## src/rtl/mw_writeback_stage.sv

```systemverilog
// MEM->WB pipeline register and writeback datapath; one edge from m_* to W outputs.
// Stall (en=0) holds every field; flush/reset load a bubble that never writes the GRF.
module mw_writeback_stage #(
   parameter int unsigned       DATA_W   = 32,
   parameter int unsigned       REG_AW   = 5,
   parameter logic [DATA_W-1:0] RESET_PC = 32'h0000_3000
) (
   input  logic              clk,
   input  logic              reset,
   input  logic              en,
   input  logic              flush,
   input  logic [DATA_W-1:0] m_pc,
   input  logic              m_reg_wen,
   input  logic [REG_AW-1:0] m_reg_addr,
   input  logic [1:0]        m_wb_sel,
   input  logic [DATA_W-1:0] m_alu_out,
   input  logic [DATA_W-1:0] m_mem_rdata,
   input  logic [2:0]        m_load_type,
   input  logic [1:0]        m_byte_off,
   input  logic [DATA_W-1:0] m_mdu_out,
   output logic [DATA_W-1:0] w_pc,
   output logic              w_wen,
   output logic [REG_AW-1:0] w_waddr,
   output logic [DATA_W-1:0] w_wdata,
   output logic              w_valid
);

   localparam logic [1:0] SEL_ALU  = 2'd0;
   localparam logic [1:0] SEL_MEM  = 2'd1;
   localparam logic [1:0] SEL_LINK = 2'd2;
   localparam logic [1:0] SEL_MDU  = 2'd3;

   localparam logic [2:0] LD_LW  = 3'd0;
   localparam logic [2:0] LD_LH  = 3'd1;
   localparam logic [2:0] LD_LHU = 3'd2;
   localparam logic [2:0] LD_LB  = 3'd3;
   localparam logic [2:0] LD_LBU = 3'd4;

   typedef struct packed {
      logic              valid;
      logic              wen;
      logic [REG_AW-1:0] addr;
      logic [DATA_W-1:0] pc;
      logic [1:0]        sel;
      logic [DATA_W-1:0] alu;
      logic [DATA_W-1:0] rdata;
      logic [2:0]        ltype;
      logic [1:0]        off;
      logic [DATA_W-1:0] mdu;
   } wb_fields_t;

   wb_fields_t wb_q;
   wb_fields_t wb_d;
   wb_fields_t bubble_s;
   wb_fields_t capture_s;

   logic [15:0]       half_s;
   logic [7:0]        byte_s;
   logic [DATA_W-1:0] load_ext_s;
   logic [DATA_W-1:0] link_s;

   always_comb begin
      bubble_s    = '0;
      bubble_s.pc = RESET_PC;
   end

   // $0 is dropped at capture so the forwarding network can trust wen alone.
   always_comb begin
      capture_s       = '0;
      capture_s.valid = 1'b1;
      capture_s.wen   = m_reg_wen & (m_reg_addr != '0);
      capture_s.addr  = m_reg_addr;
      capture_s.pc    = m_pc;
      capture_s.sel   = m_wb_sel;
      capture_s.alu   = m_alu_out;
      capture_s.rdata = m_mem_rdata;
      capture_s.ltype = m_load_type;
      capture_s.off   = m_byte_off;
      capture_s.mdu   = m_mdu_out;
   end

   always_comb begin
      wb_d = wb_q;
      if (flush) begin
         wb_d = bubble_s;
      end else if (en) begin
         wb_d = capture_s;
      end
   end

   always_ff @(posedge clk) begin
      if (reset) begin
         wb_q <= bubble_s;
      end else begin
         wb_q <= wb_d;
      end
   end

   always_comb begin
      half_s = wb_q.off[1] ? wb_q.rdata[31:16] : wb_q.rdata[15:0];
      case (wb_q.off)
         2'd0:    byte_s = wb_q.rdata[7:0];
         2'd1:    byte_s = wb_q.rdata[15:8];
         2'd2:    byte_s = wb_q.rdata[23:16];
         default: byte_s = wb_q.rdata[31:24];
      endcase
   end

   always_comb begin
      case (wb_q.ltype)
         LD_LH:   load_ext_s = {{(DATA_W-16){half_s[15]}}, half_s};
         LD_LHU:  load_ext_s = {{(DATA_W-16){1'b0}}, half_s};
         LD_LB:   load_ext_s = {{(DATA_W-8){byte_s[7]}}, byte_s};
         LD_LBU:  load_ext_s = {{(DATA_W-8){1'b0}}, byte_s};
         LD_LW:   load_ext_s = wb_q.rdata;
         default: load_ext_s = wb_q.rdata;
      endcase
   end

   assign link_s = wb_q.pc + DATA_W'(8);

   always_comb begin
      case (wb_q.sel)
         SEL_ALU:  w_wdata = wb_q.alu;
         SEL_MEM:  w_wdata = load_ext_s;
         SEL_LINK: w_wdata = link_s;
         SEL_MDU:  w_wdata = wb_q.mdu;
         default:  w_wdata = wb_q.alu;
      endcase
   end

   assign w_pc    = wb_q.pc;
   assign w_wen   = wb_q.wen & wb_q.valid;
   assign w_waddr = wb_q.addr;
   assign w_valid = wb_q.valid;

endmodule

```

## config.mk

```make
export PLATFORM = sky130hd
export DESIGN_NAME = mw_writeback_stage
export DESIGN_NICKNAME = d
export VERILOG_FILES = /design/src/rtl/mw_writeback_stage.sv
export SDC_FILE = /design/constraint.sdc
export NUM_CORES = 1
export LEC_CHECK = 0
export ABC_AREA = 1
export BUFFER_PORTS_ARGS = -buffer_cell sky130_fd_sc_hd__buf_4
export CAP_MARGIN = 20
export CORE_MARGIN = 2
export CORE_UTILIZATION = 24
export CTS_BUF_LIST = sky130_fd_sc_hd__clkbuf_4
export CTS_CLUSTER_SIZE = 14
export DETAILED_ROUTE_END_ITERATION = 10
export GPL_ROUTABILITY_DRIVEN = 0
export PLACE_DENSITY = 0.49
export REMOVE_ABC_BUFFERS = 1
export SLEW_MARGIN = 30
export SYNTH_ARGS = -nofsm -noshare
export SYNTH_HDL_FRONTEND = slang
export SYNTH_SLANG_ARGS = --single-unit
```

## constraint.sdc

```tcl
create_clock -name clk -period 3.7 [get_ports clk]
set_input_delay 0 -clock clk [delete_from_list [all_inputs] [get_ports clk]]
set_output_delay 0 -clock clk [all_outputs]
set_load 0.02 [all_outputs]
```

---- Word-level counts from Yosys, hierarchy flattened ----
Index checks and enable logic that the tools add are counted.
storage, ports and cells
  memory bits (read-only) ................. 0
  bits in writable memories ............... 0
  word-level logic and storage cells ...... 30
  bits in registers ....................... 142
  bits in latches ......................... 0
  input port bits ......................... 145
  output and inout port bits .............. 71
  memories ................................ 0
cells by class
  add/subtract/negate cells ............... 1
  div/mod/pow operators ................... 0
  eq/ne operators ......................... 9
  bitwise gates (word level) .............. 2
  $mul .................................... 0
  shift-type cells ........................ 0
  order comparisons ....................... 0
  muxes and demuxes ....................... 4
  reductions and logical operators ........ 4
operator list
  kind                                                                   count
  32-bit case mux with 4 select lines                                    2
  32-bit by 4-bit adder with 32-bit output, second input constant        1
  8-bit case mux with 3 select lines                                     1
  16-bit 2-to-1 mux                                                      1
  2-bit equality test, second input constant                             3
  3-bit by 2-bit equality test with 1-bit output, second input constant  2
  5-bit nonzero test                                                     1
  2-bit by 1-bit equality test with 1-bit output, second input constant  2
  2-bit logical NOT                                                      2
  3-bit by 1-bit equality test with 1-bit output, second input constant  1
  3-bit equality test, second input constant                             1
  1-bit AND                                                              2
  2-bit OR reduction                                                     1

---- Logic depth before layout (Yosys ltp) ----
  depth in word-level cells ............... 4
  mapped depth ............................ 10
  gate-level depth less buffers ........... 10

---- Worst setup path after synthesis ----
No wires, ideal clock.
  path type ............................... reg2out
  start point ............................. register wb_q (netlist bit w_pc[3])
  end point ............................... output w_wdata[13]
  slack ................................... 2.271 ns
  arrival time ............................ 1.429 ns
  buffers on the path ..................... 0
  stages on the path, launching flop included .. 11
  required time ........................... 3.700 ns
  cells stage by stage .................... dfxtp_1 -> ha_1 -> nand2_1 -> nor2_2 -> nand2_2 -> nor2_2 -> nand2_1 -> nand3_1 -> nand2_1 -> inv_1 -> nand3_1
between the ends
  word-level cells in the longest chain between the ends .. 2
RTL lines
  element                                   RTL line  source
  start: declaration                        52        wb_fields_t wb_q;
  start signal: assignment                  93        wb_q <= bubble_s;
  start signal: assignment                  95        wb_q <= wb_d;
  32-bit by 4-bit adder with 32-bit output  120       assign link_s = wb_q.pc + DATA_W'(8);
  32-bit case mux with 4 select lines       123       case (wb_q.sel)
  end: declaration                          24        output logic [DATA_W-1:0] w_wdata,
Every way passes these cells.

---- Worst setup path after layout ----
  start point ............................. register wb_q[33] in the netlist's numbering
  end point ............................... output w_wdata[9]
between the ends
  word-level cells in the longest chain between the ends .. 4
  elaborated cells between the ends (all ways) .. 7
  those cells by class .................... eq/ne (2); mux (4); reduce/logical (1)
RTL lines
  element                                      RTL line  source
  2-bit equality test (tied with other cells)  101       case (wb_q.off)
  8-bit case mux with 3 select lines           101
  32-bit case mux with 4 select lines *        110       case (wb_q.ltype)
  32-bit case mux with 4 select lines *        123
Mark *: on every way between the ends. The rest lies on a longest branch, timed or not.

==> impl_metrics.toml <==
[synth]
syn_inst = 1175
synth_area_sq_mm = 0.007577
avgSynthCellArea_sq_um = 6.449
ys_warn_count = 0
synthDistinctLibCells = 30
ys_seq_elements = 142
yosysSeqAreaShare_pct = 37.52

[worst_setup_path]
ff2ff_path_depth = 2
crit_arrival_ns = 2.65
critPathKind = "register to output pin"
regToRegSetupSlack_ns = 2.56
crit_path_end_kind = "output pin"
crit_path_start = "wb_q[33]"
reg2reg_to = "wb_q[33]"
path_cells = "buf_4 > nand2_2 > inv_1 > nand2_1 > nand3_2 > nand2_1 > inv_2 > nand2_1 > nand2_1 > nand3_1 > buf_4"
crit_fanout = 17
start_kind = "register"
cpPeakStageDelay_ns = 0.64
cpMostUsedCell = "nand2_1"
rr_startpoint = "wb_q[33]"
critPathSlowestCell = "dfxtp_1"
required_ns = 3.70

[floorplanning]
die_h_um = 181.7
rows = 65
die_area_sq_mm = 0.03301
chipWidth_um = 181.7
initial_core_util_pct = 24.20
coreArea_sq_mm = 0.03131
ios = 216

[flow_run]
maxCapViolCount = 0

[cts]
cts_root_buf = "clkbuf_4"
cts_tree = "built"
clock-sinks = 142
htreeDepth = 4
clock_path_buffers = 2
postCtsSetupRepairBufs = 0
numCtsBuffers = 17
clock_latency_ns = 0.55
path_clk_slew_ns = 0.14

[place]
dp_hpwl_um = 22230
port_buffers = 215
dpl.cell_count = 1700

[power]
powerDensity_mw_per_mm2 = 305.4
power_frac_seq_pct = 46.4
total_leakage_power_nw = 4.627
power_frac_clock_pct = 32.6
sw_frac_of_total_pct = 29.79
ir_drop_uv = 135.1
power_switching_mw = 1.050
power_frac_comb_pct = 21.0
intPower_mw = 2.474

[drt]
vias = 8869
wl_met3_um = 1875
wire_per_inst_um = 16.35
firstDrtPassIters = 5
postRouteAntennaNets = 0
route.met2.wl_um = 14730
drtIter0Drc = 457
wirelength_um = 31630
wl_met1_um = 14820
highest_layer = "met4"
drcViolationCount = 0
vias_per_cell = 4.583

[layout]
multi_input_area_sq_mm = 0.003809
seq_area_sq_mm = 0.002843
nFillCells = 3381
fin_nets = 1667
syn_to_final_growth_pct = 52.26
drive_gt1_share_pct = 18.54
fin_cells = 1935

[sta]
period_share_pct = 71.73
setup_tns_ns = 0
finalSetupViolations = 0
skew_ns = 0
maxSlewViolCount = 0
final-hold-violation-count = 0
maxSlewHeadroom_pct = 48.43
period_needed_ns = 2.654
rsz0062_at_grt = "false"
fmax_mhz = 376.8
tightest_slew_ns = 0.7736

[global_route]
grt_pass1_wl_um = 48430
grtUsageTotal_pct = 18.87
antenna_found_initial = 1
grt_pass1_vias = 8571
gr-total-overflow = 0
grt_max_degree = 68

[min_path]
worstHoldStart = "reset"
whs_endpoint = "w_pc[13]"
hp-class = "input pin to register"
holdPathStages = 4

[status]
status = "complete, no violations"
-- final cells by class --
class                           count  area share (%)
Tap cell                          402           4.360
Sequential cell                   142           24.64
Clock inverter                     13           1.497
Inverter                           87           2.852
Timing Repair Buffer              430           32.51
Antenna cell                        1         0.02169
Multi-Input combinational cell    843           33.01
Clock buffer                       17           1.106
-- logic make-up (layout without fill, tap and decap cells) --
group                      count (synthesis)  count (layout)  synth area share [%]
AOI/OAI and AO/OA                        280             280                 19.27
adders and majority gates                  1               1                0.1651
and+or+nand+nor                          562             562                 30.70
other                                      0               1                     0
DFF                                      142             142                 37.52
buffers and inverters                    190             547                 12.35
-- cell usage in the layout (no fill, tap or decap), drive strengths merged --
cell         count
clkinv           8
a22oi            3
clkinvlp         2
buf            226
diode            1
dlygate4sd3    204
o41ai            1
nand3           65
o21ai           81
ha               1
o21a             2
a22o             4
clkbuf          17
a21oi          182
bufinv           4
dfxtp          142
nand4           18
a32o             1
inv             86
nor2            79
o21bai           6
nand2          400
-- per-stage QoR --
step / area, sq um / power [mW] / hold slack (ns) / util, % / worst slack [ns]
2_1_floorplan: 6968 / 1.917 / 0.09186 / - / 0.1490
3_3_place_gp: 9193 / 2.236 / 0.2121 / 29.36 / 1.714
3_5_place_dp: 9193 / 2.236 / 0.2172 / 29.36 / 1.677
4_1_cts: 11530 / 3.571 / 0.05255 / 36.84 / 1.020
5_1_grt: 11540 / 3.704 / 0.05778 / 36.85 / 0.8184
6_report: 11540 / 3.524 / 0.09048 / 36.85 / 1.046
-- timing repair --
item	4_1_cts	5_1_grt
hold buffers	204	0
endpoints found under the hold margin	141	0
endpoints found under the setup margin	0	0
resized for setup	0	0
-- critical path, delay by kind of cell (launching register included) --
| family | cells | cell delay (ns) |
|---|---|---|
| buf+inv | 4 | 0.74 |
| flops | 1 | 0.64 |
| simple gates | 7 | 0.71 |
-- power by group through the flow --
| stage | clock, mW | combinational (mW) | sequential [mW] |
|---|---|---|---|
| final | 1.15 | 0.740 | 1.63 |
| after global routing | 1.25 | 0.808 | 1.64 |
| after CTS | 1.19 | 0.743 | 1.63 |
| after detailed placement | 0 | 0.569 | 1.67 |
| after global placement | 0 | 0.568 | 1.67 |
| after floorplan | 0 | 0.246 | 1.67 |
-- state kept, by name (all words and copies together) (netlist names) --
name     flops
wb_q       104
w_pc        32
w_waddr      5
w_valid      1
-- routing by layer --
metal	vias up	global-route usage [%]
met3	15	4.312
met1	4105	25.24
met4	0	2.894
met2	282	31.57
li1	4467	-
met5	-	0
-- worst max path at each step --
stage,slack [ns],endpoint
after global routing,0.82,w_wdata[9]
after CTS,1.02,w_wdata[22]
after global placement,1.71,w_wdata[22]
after floorplan,0.15,w_pc[0]
after detailed placement,1.68,w_wdata[22]
final,1.05,w_wdata[9]
-- synthesized netlist by cell type --
library cell / count / area [sq um]
nor2_2: 7 / 43.79
nand4_1: 18 / 112.6
o21ai_1: 9 / 45.04
a21oi_1: 180 / 900.9
nand2_2: 5 / 31.28
buf_6: 5 / 56.30
buf_4: 39 / 292.8
clkinv_1: 3 / 11.26
buf_2: 18 / 90.09
a21oi_2: 2 / 17.52
buf_12: 1 / 20.02
nand3_2: 5 / 50.05
a32o_1: 1 / 10.01
inv_1: 80 / 300.3
o41ai_1: 1 / 8.760
nor2_1: 71 / 266.5
clkbuf_1: 40 / 150.1
a22o_1: 4 / 35.03
ha_1: 1 / 12.51
nand2_1: 393 / 1475
nand3_4: 1 / 17.52
a22oi_1: 3 / 22.52
o21ai_0: 72 / 360.4
o21a_1: 2 / 15.01
o21bai_1: 6 / 45.04
nor2_4: 1 / 11.26
inv_2: 4 / 15.01
nand2_4: 2 / 22.52
dfxtp_1: 142 / 2843
nand3_1: 59 / 295.3
(Power assumes the default switching activity.)
